## config.mk

```make
export PLATFORM = sky130hd
export DESIGN_NAME = pc_stack
export DESIGN_NICKNAME = d
export VERILOG_FILES = /design/src/rtl/pc_stack.sv
export SDC_FILE = /design/constraint.sdc
export NUM_CORES = 1
export LEC_CHECK = 0
export ABC_CLOCK_PERIOD_IN_PS = 5400
export BUFFER_PORTS_ARGS = -buffer_cell sky130_fd_sc_hd__buf_4
export CORE_ASPECT_RATIO = 0.5
export CORE_MARGIN = 3
export CORE_UTILIZATION = 50
export CTS_BUF_LIST = sky130_fd_sc_hd__clkbuf_8 sky130_fd_sc_hd__clkbuf_16
export DETAILED_ROUTE_END_ITERATION = 10
export PLACE_DENSITY = 0.69
export SYNTH_ARGS = -nofsm -noshare
export SYNTH_HDL_FRONTEND = slang
export SYNTH_SLANG_ARGS = --single-unit
```

## constraint.sdc

```tcl
create_clock -name CLK -period 5.4 [get_ports CLK]
set_input_delay 0.54 -clock CLK [delete_from_list [all_inputs] [get_ports CLK]]
set_output_delay 0.54 -clock CLK [all_outputs]
set_load 0.02 [all_outputs]
```

## src/rtl/pc_stack.sv

```systemverilog
// ============================================================================
// Module   : pc_stack
// Brief    : Program counter with jump, relative branch and CALL/RET backed
//            by an internal return-address stack.
// Revision : 1.0
// ============================================================================
`default_nettype none

module pc_stack #(
    parameter int               WIDTH     = 8,
    parameter int               DEPTH     = 4,
    parameter logic [WIDTH-1:0] RESET_VAL = '0
) (
    input  logic             CLK,
    input  logic             RST,
    input  logic             INC,
    input  logic             LD,
    input  logic             BR,
    input  logic             CALL,
    input  logic             RET,
    input  logic [WIDTH-1:0] ADDR,
    input  logic [WIDTH-1:0] OFFSET,
    output logic [WIDTH-1:0] PC,
    output logic             STK_EMPTY,
    output logic             STK_FULL,
    output logic             STK_ERR
);

    localparam int             c_sp_w    = $clog2(DEPTH + 1);
    localparam int             c_ram_n   = 1 << c_sp_w;
    localparam logic [c_sp_w-1:0] c_sp_full = c_sp_w'(DEPTH);

    logic [WIDTH-1:0]  r_pc;
    logic [c_sp_w-1:0] r_sp;
    logic              r_err;
    // RAM is sized to the full SP index range so the pointer indexes it directly.
    logic [WIDTH-1:0]  r_stack [c_ram_n];

    logic [WIDTH-1:0]  w_pc_nxt;
    logic [WIDTH-1:0]  w_pc_inc;
    logic [c_sp_w-1:0] w_sp_nxt;
    logic [c_sp_w-1:0] w_sp_dec;
    logic              w_err_nxt;
    logic              w_push;

    assign w_pc_inc = r_pc + 1'b1;
    assign w_sp_dec = r_sp - 1'b1;

    // Fixed priority: RET > CALL > LD > BR > INC > hold.
    always_comb begin
        w_pc_nxt  = r_pc;
        w_sp_nxt  = r_sp;
        w_err_nxt = r_err;
        w_push    = 1'b0;
        if (RET) begin
            if (r_sp != '0) begin
                w_pc_nxt = r_stack[w_sp_dec];
                w_sp_nxt = w_sp_dec;
            end else begin
                w_err_nxt = 1'b1;
            end
        end else if (CALL) begin
            if (r_sp != c_sp_full) begin
                w_push   = 1'b1;
                w_pc_nxt = ADDR;
                w_sp_nxt = r_sp + 1'b1;
            end else begin
                w_err_nxt = 1'b1;
            end
        end else if (LD) begin
            w_pc_nxt = ADDR;
        end else if (BR) begin
            w_pc_nxt = r_pc + OFFSET;
        end else if (INC) begin
            w_pc_nxt = w_pc_inc;
        end
    end

    always_ff @(posedge CLK or posedge RST) begin
        if (RST) begin
            r_pc  <= RESET_VAL;
            r_sp  <= '0;
            r_err <= 1'b0;
        end else begin
            r_pc  <= w_pc_nxt;
            r_sp  <= w_sp_nxt;
            r_err <= w_err_nxt;
        end
    end

    always_ff @(posedge CLK) begin
        if (w_push && !RST) begin
            r_stack[r_sp] <= w_pc_inc;
        end
    end

    assign PC        = r_pc;
    assign STK_EMPTY = (r_sp == '0);
    assign STK_FULL  = (r_sp == c_sp_full);
    assign STK_ERR   = r_err;

endmodule

`default_nettype wire

```

======== Word-level counts from Yosys, hierarchy flattened ========
Memory sizes are Yosys's and may differ from the RTL's.
Index checks and enable logic that the tools add are counted.
operators by class
  multiplexer cells ....................... 20
  $add $sub $neg .......................... 4
  eq/ne operators ......................... 6
  reduce and logical (&&, ||, !) cells .... 10
operators with widths
  kind                                                   count
  two-way mux 8 bit                                      7
  two-way mux 3 bit                                      4
  two-way mux 1 bit                                      9
  AND reduction 3 bit                                    3
  adder 8 x 1 -> 8 bit, second input constant            1
  adder 8 bit                                            1
  nonzero test 5 bit                                     1
  inequality test 2 bit, second input constant           2
  nonzero test 2 bit                                     2
  adder 3 x 1 -> 3 bit, second input constant            1
  equality test 3 bit, second input constant             1
  zero test 3 bit                                        1
  inequality test 3 x 1 -> 1 bit, second input constant  1
  inequality test 3 bit, second input constant           1
  nonzero test 3 bit                                     1
  subtractor 3 x 1 -> 3 bit, second input constant       1
  inequality test 2 x 1 -> 1 bit, second input constant  1
  logical AND 1 bit                                      1
  zero test 1 bit                                        1
word-level totals
  bits in registers ....................... 12
  input port bits ......................... 23
  memories kept ........................... 1
  output and inout bits ................... 11
  bits in writable memories ............... 64
memories
  name     depth  bits a word  rd ports  clocked after Yosys merged registers in  wr ports  RTL line  source
  r_stack  8      8            1         0                                        1         37        logic [WIDTH-1:0] r_stack [c_ram_n];

======== Longest topological paths before layout ========
Gate-level depths: netlist (run 1).
  depth after elaboration ................. 7
  gate-level depth with buffers ........... 11
  depth with buffers taken out ............ 8

======== Worst setup path after synthesis (run 1) ========
Ideal clock, no wire load.
  path kind ............................... register -> register
  start point ............................. register r_sp[0]
  end point ............................... memory r_stack[1][0] (enable)
  path slack .............................. 2.591 ns
  arrival ................................. 2.425 ns
  buffers on the path ..................... 2
  stages on the path, launching flop included .. 10
  clock period less this slack ............ 2.809 ns
  cells stage by stage .................... dfrtp_1 buf_2 buf_4 inv_1 ha_1 and2_4 nand2b_1 nor3_1 nand2_1 nor3_1
on the way
  word-level cells in the longest chain between the ends .. 7
RTL lines
  what                                     RTL line  source
  from (decl)                              34        logic [c_sp_w-1:0] r_sp;
  from (signal assigned)                   86        r_sp <= w_sp_nxt;
  inequality test 3 bit                    63        if (r_sp != c_sp_full) begin
  two-way mux 1 bit                        63
  two-way mux 1 bit                        62        end else if (CALL) begin
  two-way mux 1 bit                        55        if (RET) begin
  logical AND 1 bit                        92        if (w_push && !RST) begin
  two-way mux 1 bit                        92
  two-way mux 1 bit (not written as such)  93        r_stack[r_sp] <= w_pc_inc;
  to (decl)                                37
Several ways; a longest one is shown, not always the timed one.

======== Worst setup path in the final report (run 1) ========
  start point ............................. register r_sp[0]
  end point ............................... memory r_stack[1][6] (enable)
The elaborated chain is that of the path after synthesis.

==> metrics.txt, run 1 <==
Hold Fails Final Rpt=0; top_reg_cell synth=edfxtp_1; Worst path slowest cell=dfrtp_1; Final nets=340; synth top area cells=edfxtp_1 (51%), mux4_2 (9.6%), dfrtp_1 (8.0%); drt drc=0; family with the most delay on the worst path=simple AND/OR/NAND/NOR gates; Clk Latency, worst-skew pair=0.33 ns; cell area power density=599 nW/um2; GR Layer Usage met3=5.13%; setup violators final=0; cells after synthesis=273; PortBufs=33; Leak=1.61 nW; critical path class=flip-flop to flip-flop; Die Area=8630 um2; Seq cells post-synth=76; Total GRT Usage=22.0%; Yosys Warn Count=0; number of synthesized flops with an enable pin=64; dominant cell type by area after synthesis=edfxtp_1; met2 Track Usage GR=33.5%; Worst Hold Class=input pin to async pin; number of antenna repair diodes=0; Reg clk slew, reported paths=0.06 ns; number of DRC markers in iteration 0=248; vias per cell=5.96; Max VDD drop=219 uV; Max Buffers Root-to-Sink=2; Core Rows=21; ys async rst share=15.8%; Multi-input gate area=1430 um2; largest net degree at the start of global routing=20; PnR Total Power=2.61 mW; grt met1 use=32.2%; Pre-antenna DRT Iters=5; core area=6960 um2; Num CTS Buffers=9; max incr delay on CP=1.01 ns; Setup TNS=0 ns; register area share after synthesis=59.3%; Detail Placement HPWL=6.11 mm; Unique masters post-synth=52; Layout Utilization=62.7%; Setup crit end kind=flip-flop; Routed WL per cell=21.6 um; WP data required=5.34 ns; area grow syn2layout=16.4%; Clock Sinks=76; vias in the first global route=2363; Avg Cell Area, Syn=13.7 um2; Most common cell on crit path=nor3_1; Worst EP arrival=3.57 ns; ANT nets after route=0; CTS H-tree lvls=3; status=finished, final reports clean; FF/Latch Area=2220 um2; clock root buffer=clkbuf_16; post-CTS setup repair buffer count=0; layout cells sized above 1=23.3%; busiest grt layer=met2; Synth Cell Area=3750 um2; Worst R2R Path Depth=7; TritonCTS clock tree=yes; FF-to-FF setup slack=1.77 ns; Max-slew headroom=28.8%; skew final=0.00777 ns; Congestion Overflow GR=0; min Tclk post-route=3.63 ns; crit path buf inv count=1; Yosys top cell area share=51.3%; Max-Cap Viols=0; Syn Nets=308; antenna violations before repair=0; first-pass GRT wire length=13.7 mm; die height=67.2 um; Detailed Route WL=8.64 mm; Reg-to-Reg Start=r_sp[0]$_DFFE_PP0P_; transition time at the pin with the least slew margin=1.06 ns; GP Congestion=0.880; post-route clock period utilization=67.2%; Starting Density=53.8%; worst reg2reg endpoint=r_stack[1][6]$_DFFE_PP_; Die W=128 um; Ports=34; CP cell instances=inv_1, ha_1, and2_4, nand2b_1, nor3_1, nand2_1, nor3_1; crit-path max FO=19; fillers=529; # resized after CTS=0; RSZ-0062 raised after global routing=no; Critical Path Start Type=flip-flop; final number of max-transition violations=0; CTS hold repair buffers=0; vias=2388; Achievable Freq=0.276 GHz
-- cells in the mapped netlist, types with 3 or more instances --
cell      count
nand2_1      31
mux4_2       16
o21ai_1       4
xor2_1        5
dfrtp_1      12
xnor2_1       8
nor3_1        8
a21oi_1       7
clkbuf_1      4
a311oi_1      3
ha_1         11
a21o_1        3
mux2i_1       6
o211ai_1      3
buf_2         3
nand3_1       7
nand2b_1      4
edfxtp_1     64
inv_1         9
and3_1        3
nor2_1       24
-- power breakdown --
part | internal [mW] | switching (mW)
Clock | 0.402 | 0.226
Sequential | 0.810 | 0.135
Combinational | 0.443 | 0.599
Total | 1.66 | 0.960
-- state kept, by name, summed over array words and instances, names as in the netlist --
name	count
r_stack	64
r_sp	3
STK_ERR	1
PC	8
-- cells in the final DEF (no fill, tap or decap), types with 4 or more instances in the layout --
master,netlist,layout
clkbuf_16,0,9
nand2_1,31,31
ha_1,11,11
xnor2_1,8,8
edfxtp_1,64,64
o21ai_1,4,4
dfrtp_1,12,12
nor2_1,24,24
inv_1,9,9
buf_4,1,33
a21oi_1,7,7
mux4_2,16,16
nand2b_1,4,4
nor3_1,8,8
mux2i_1,6,6
xor2_1,5,5
nand3_1,7,7
-- logic make-up (layout without fill, tap and decap cells) --
logic type / Yosys count / in the layout / synth area share (%)
multiplexers: 22 / 22 / 11.2
AO/OA/AOI/OAI: 37 / 37 / 7.58
flip-flops: 76 / 76 / 59.3
AND/OR/NAND/NOR: 91 / 91 / 11.7
adder cells (fa/ha/maj): 12 / 12 / 4.21
XOR/XNOR: 14 / 14 / 3.47
buffers and inverters: 21 / 57 / 2.54
-- stage by stage --
step,hold slack [ns],instance area (um2),std cells,worst slack [ns]
after floorplan,0.405,3750,273,2.59
after detailed placement,0.458,4050,386,1.72
after global routing,0.301,4360,401,1.36
final,0.259,4360,401,1.77
after global placement,0.463,4050,386,1.86
after CTS,0.261,4360,401,1.72
-- layer usage --
layer / part of all wire [%] / routed length, um / up-vias
li1: - / - / 1099
met1: 44 / 3790 / 1166
met2: 45 / 3850 / 116
met3: 11 / 944 / 7
met4: 0.69 / 60 / 0
met5: 0 / 0 / -
-- area by class of cell --
class / count / share of cell area (%)
flip-flops and latches: 76 / 50.9
multi-input cells: 176 / 32.8
repair buffers: 33 / 5.68
clock buffers: 9 / 5.16
well taps: 92 / 2.64
clock inverters: 6 / 2.04
inverters: 9 / 0.774
-- worst max-delay path by stage --
stage | startpoint | to | slack [ns] | cells after the start
2_1_floorplan | r_sp[0]$_DFFE_PP0P_ | r_stack[1][0]$_DFFE_PP_ | 2.59 | 9
3_3_place_gp | r_sp[0]$_DFFE_PP0P_ | r_stack[1][2]$_DFFE_PP_ | 1.86 | 7
3_5_place_dp | r_sp[0]$_DFFE_PP0P_ | r_stack[1][7]$_DFFE_PP_ | 1.72 | 7
4_1_cts | r_sp[0]$_DFFE_PP0P_ | r_stack[1][6]$_DFFE_PP_ | 1.72 | 7
5_1_grt | r_sp[0]$_DFFE_PP0P_ | r_stack[1][4]$_DFFE_PP_ | 1.36 | 7
6_report | r_sp[0]$_DFFE_PP0P_ | r_stack[1][6]$_DFFE_PP_ | 1.77 | 7
Note: power is estimated with default switching activity, not from simulation.
==> inputs of run 2 (changes only) <==
--- a/config.mk
+++ b/config.mk
@@ -5,7 +5,7 @@
 export SDC_FILE = /design/constraint.sdc
 export NUM_CORES = 1
 export LEC_CHECK = 0
-export ABC_CLOCK_PERIOD_IN_PS = 5400
+export ABC_CLOCK_PERIOD_IN_PS = 3400
 export BUFFER_PORTS_ARGS = -buffer_cell sky130_fd_sc_hd__buf_4
 export CORE_ASPECT_RATIO = 0.5
 export CORE_MARGIN = 3
==> constraint.sdc (replaced) <==
create_clock -name CLK -period 3.4 [get_ports CLK]
set_input_delay 0.34 -clock CLK [delete_from_list [all_inputs] [get_ports CLK]]
set_output_delay 0.34 -clock CLK [all_outputs]
set_load 0.02 [all_outputs]
==> metrics.txt, run 2 (synthesis gave the netlist of run 1 again) <==
post-route clock period utilization=72.6% (was 67.2%); clock share of power=22.9% (was 24.0%); Total GRT Usage=21.0% (was 22.0%); number of antenna repair diodes=0 (unchanged); Detailed Route WL=8.34 mm (was 8.64 mm); Achievable Freq=0.405 GHz (was 0.276 GHz); Clk Latency, worst-skew pair=0.33 ns (about the same); Setup crit end kind=flip-flop (unchanged); Leak=1.65 nW (was 1.61 nW); Sw Share=37.2% (was 36.7%); Max-Cap Viols=0 (unchanged); Largest register FFs=64 (unchanged); setup violators final=0 (unchanged); Routed WL per cell=20.4 um (was 21.6 um); transition time at the pin with the least slew margin=0.855 ns (was 1.06 ns); die height=67.2 um (unchanged); Cells after DPL=394 (was 386); grt met1 use=28.6% (was 32.2%); Net Sw Power=1.53 mW (was 960 uW); skew final=0.00441 ns (was 0.00777 ns); RSZ-0062 raised after global routing=no (unchanged); commonest non-fill, non-tap cell in the layout=edfxtp_1 (unchanged); busiest grt layer=met2 (unchanged); Critical Path Start Type=flip-flop (unchanged); FF/Latch Area=2220 um2 (unchanged); Congestion Overflow GR=0 (unchanged); vias=2443 (was 2388); Core Rows=21 (unchanged); Starting Density=53.8% (unchanged); area grow syn2layout=17.7% (was 16.4%); crit-path max FO=8 (was 19); Detail Placement HPWL=5.90 mm (was 6.11 mm); Biggest register=r_stack (unchanged); Die Area=8630 um2 (unchanged); fillers=500 (was 529); Num CTS Buffers=9 (unchanged); Die W=128 um (unchanged); clock root buffer=clkbuf_16 (unchanged); status=finished, final reports clean (unchanged); vias in the first global route=2409 (was 2363); # resized after CTS=0 (unchanged); Ports=34 (unchanged); vias per cell=5.96 (about the same); max incr delay on CP=0.56 ns (was 1.01 ns); critical path class=flip-flop to flip-flop (unchanged); final number of max-transition violations=0 (unchanged); Worst path slowest cell=nor2_1 (was dfrtp_1); first-pass GRT wire length=13.2 mm (was 13.7 mm); CTS H-tree lvls=3 (unchanged); Worst Hold Class=input pin to async pin (unchanged); Multi-input gate area=1430 um2 (unchanged); ANT nets after route=0 (unchanged); Comb pwr share=42.2% (was 39.8%); met2 Track Usage GR=33.6% (was 33.5%); core area=6960 um2 (unchanged); layout cells sized above 1=25.2% (was 23.3%); TritonCTS clock tree=yes (unchanged); drt drc=0 (unchanged); min Tclk post-route=2.47 ns (was 3.63 ns); CP cell instances=inv_1, ha_1, and2_4, nand2b_1, nor3_1, nand2_1, nor2_1 (was inv_1, ha_1, and2_4, nand2b_1, nor3_1, nand2_1, nor3_1); DP Area=4110 um2 (was 4050 um2); Pre-antenna DRT Iters=5 (unchanged); cell area power density=932 nW/um2 (was 599 nW/um2); post-CTS setup repair buffer count=0 (unchanged); Reg clk slew, reported paths=0.06 ns (about the same); sequential power share=34.9% (was 36.1%); Worst EP arrival=2.43 ns (was 3.57 ns); WP data required=3.36 ns (was 5.34 ns); Final nets=348 (was 340); Hold Fails Final Rpt=0 (unchanged); Pint=2.58 mW (was 1.66 mW); Max-slew headroom=42.8% (was 28.8%); Max VDD drop=348 uV (was 219 uV); Max Buffers Root-to-Sink=2 (unchanged); fin cells=410 (was 401); largest net degree at the start of global routing=19 (was 20); GP Congestion=0.857 (was 0.880); number of DRC markers in iteration 0=254 (was 248); Clock Sinks=76 (unchanged); Setup TNS=0 ns (unchanged); leading cell types in the layout, fill and taps excluded=edfxtp_1 (64), buf_4 (41), nand2_1 (31) (was edfxtp_1 (64), buf_4 (33), nand2_1 (31)); PortBufs=33 (unchanged); design area=4410 um2 (was 4360 um2); antenna violations before repair=0 (unchanged); CTS hold repair buffers=0 (unchanged); GR Layer Usage met3=5.85% (was 5.13%)
## run 2: cell types whose count changed in the layout (fill, tap and decap cells not counted)
cell and delta:
buf_4 +8, bufinv_16 -1, clkinv_2 -1, clkinv_4 +2
inv_1 +1, inv_6 -1, inv_8 +1
## run 2: worst paths after layout
check                                         start                      end  slack (ns)  depth (start not counted)
worst max-delay path            r_sp[1]$_DFFE_PP0P_  r_stack[3][1]$_DFFE_PP_        0.93                          7
worst min-delay path                            RST      STK_ERR$_DFFE_PP0P_        0.06                          2
worst max register to register  r_sp[1]$_DFFE_PP0P_  r_stack[3][1]$_DFFE_PP_        0.93                          7
worst min register to register  STK_ERR$_DFFE_PP0P_      STK_ERR$_DFFE_PP0P_        0.47                          1
max in group asynchronous                       RST        PC[5]$_DFFE_PP0P_        3.00                          2
min in group CLK                            ADDR[2]        PC[2]$_DFFE_PP0P_        0.31                          3
## run 2: metal layers
metal	wire length (um)	part of all wire [%]	vias to the layer above
li1	-	-	1121
met1	3710	45	1209
met2	3850	46	103
met3	683	8.2	10
met4	93	1.1	0
met5	0	0	-
## run 2: power groups by stage
| stage | Clock [mW] | Combinational (mW) | Sequential [mW] |
|---|---|---|---|
| final | 0.942 | 1.73 | 1.43 |
| after global routing | 1.00 | 1.90 | 1.45 |
| after CTS | 0.954 | 1.73 | 1.43 |
| after detailed placement | 0 | 1.72 | 1.45 |
| after global placement | 0 | 1.67 | 1.44 |
| after floorplan | 0 | 1.18 | 1.46 |
## run 2: critical path, delay by kind of cell, from the launching register on
kind	cells	cell delay (ns)
AND/OR/NAND/NOR	5	1.30
flip-flops	1	0.45
adder cells (fa/ha/maj)	1	0.24
buffers and inverters	1	0.11
## run 2: per-stage QoR
step	setup slack (ns)	utilization, %	hold slack, ns	total power [mW]
global placement	1.07	59.0	0.416	3.12
finish	0.932	63.4	0.0563	4.11
detailed placement	0.993	59.0	0.421	3.18
CTS	0.948	63.4	0.0740	4.12
global route	0.785	63.4	0.105	4.36
floorplan	0.591	-	0.205	2.63
## run 2: layout make-up
cell class / count / area share [%]
timing repair buffer: 41 / 6.98
tap: 92 / 2.61
multi-input combinational: 176 / 32.4
clock inverter: 7 / 1.76
clock buffer: 9 / 5.10
inverter: 9 / 0.766
sequential: 76 / 50.4
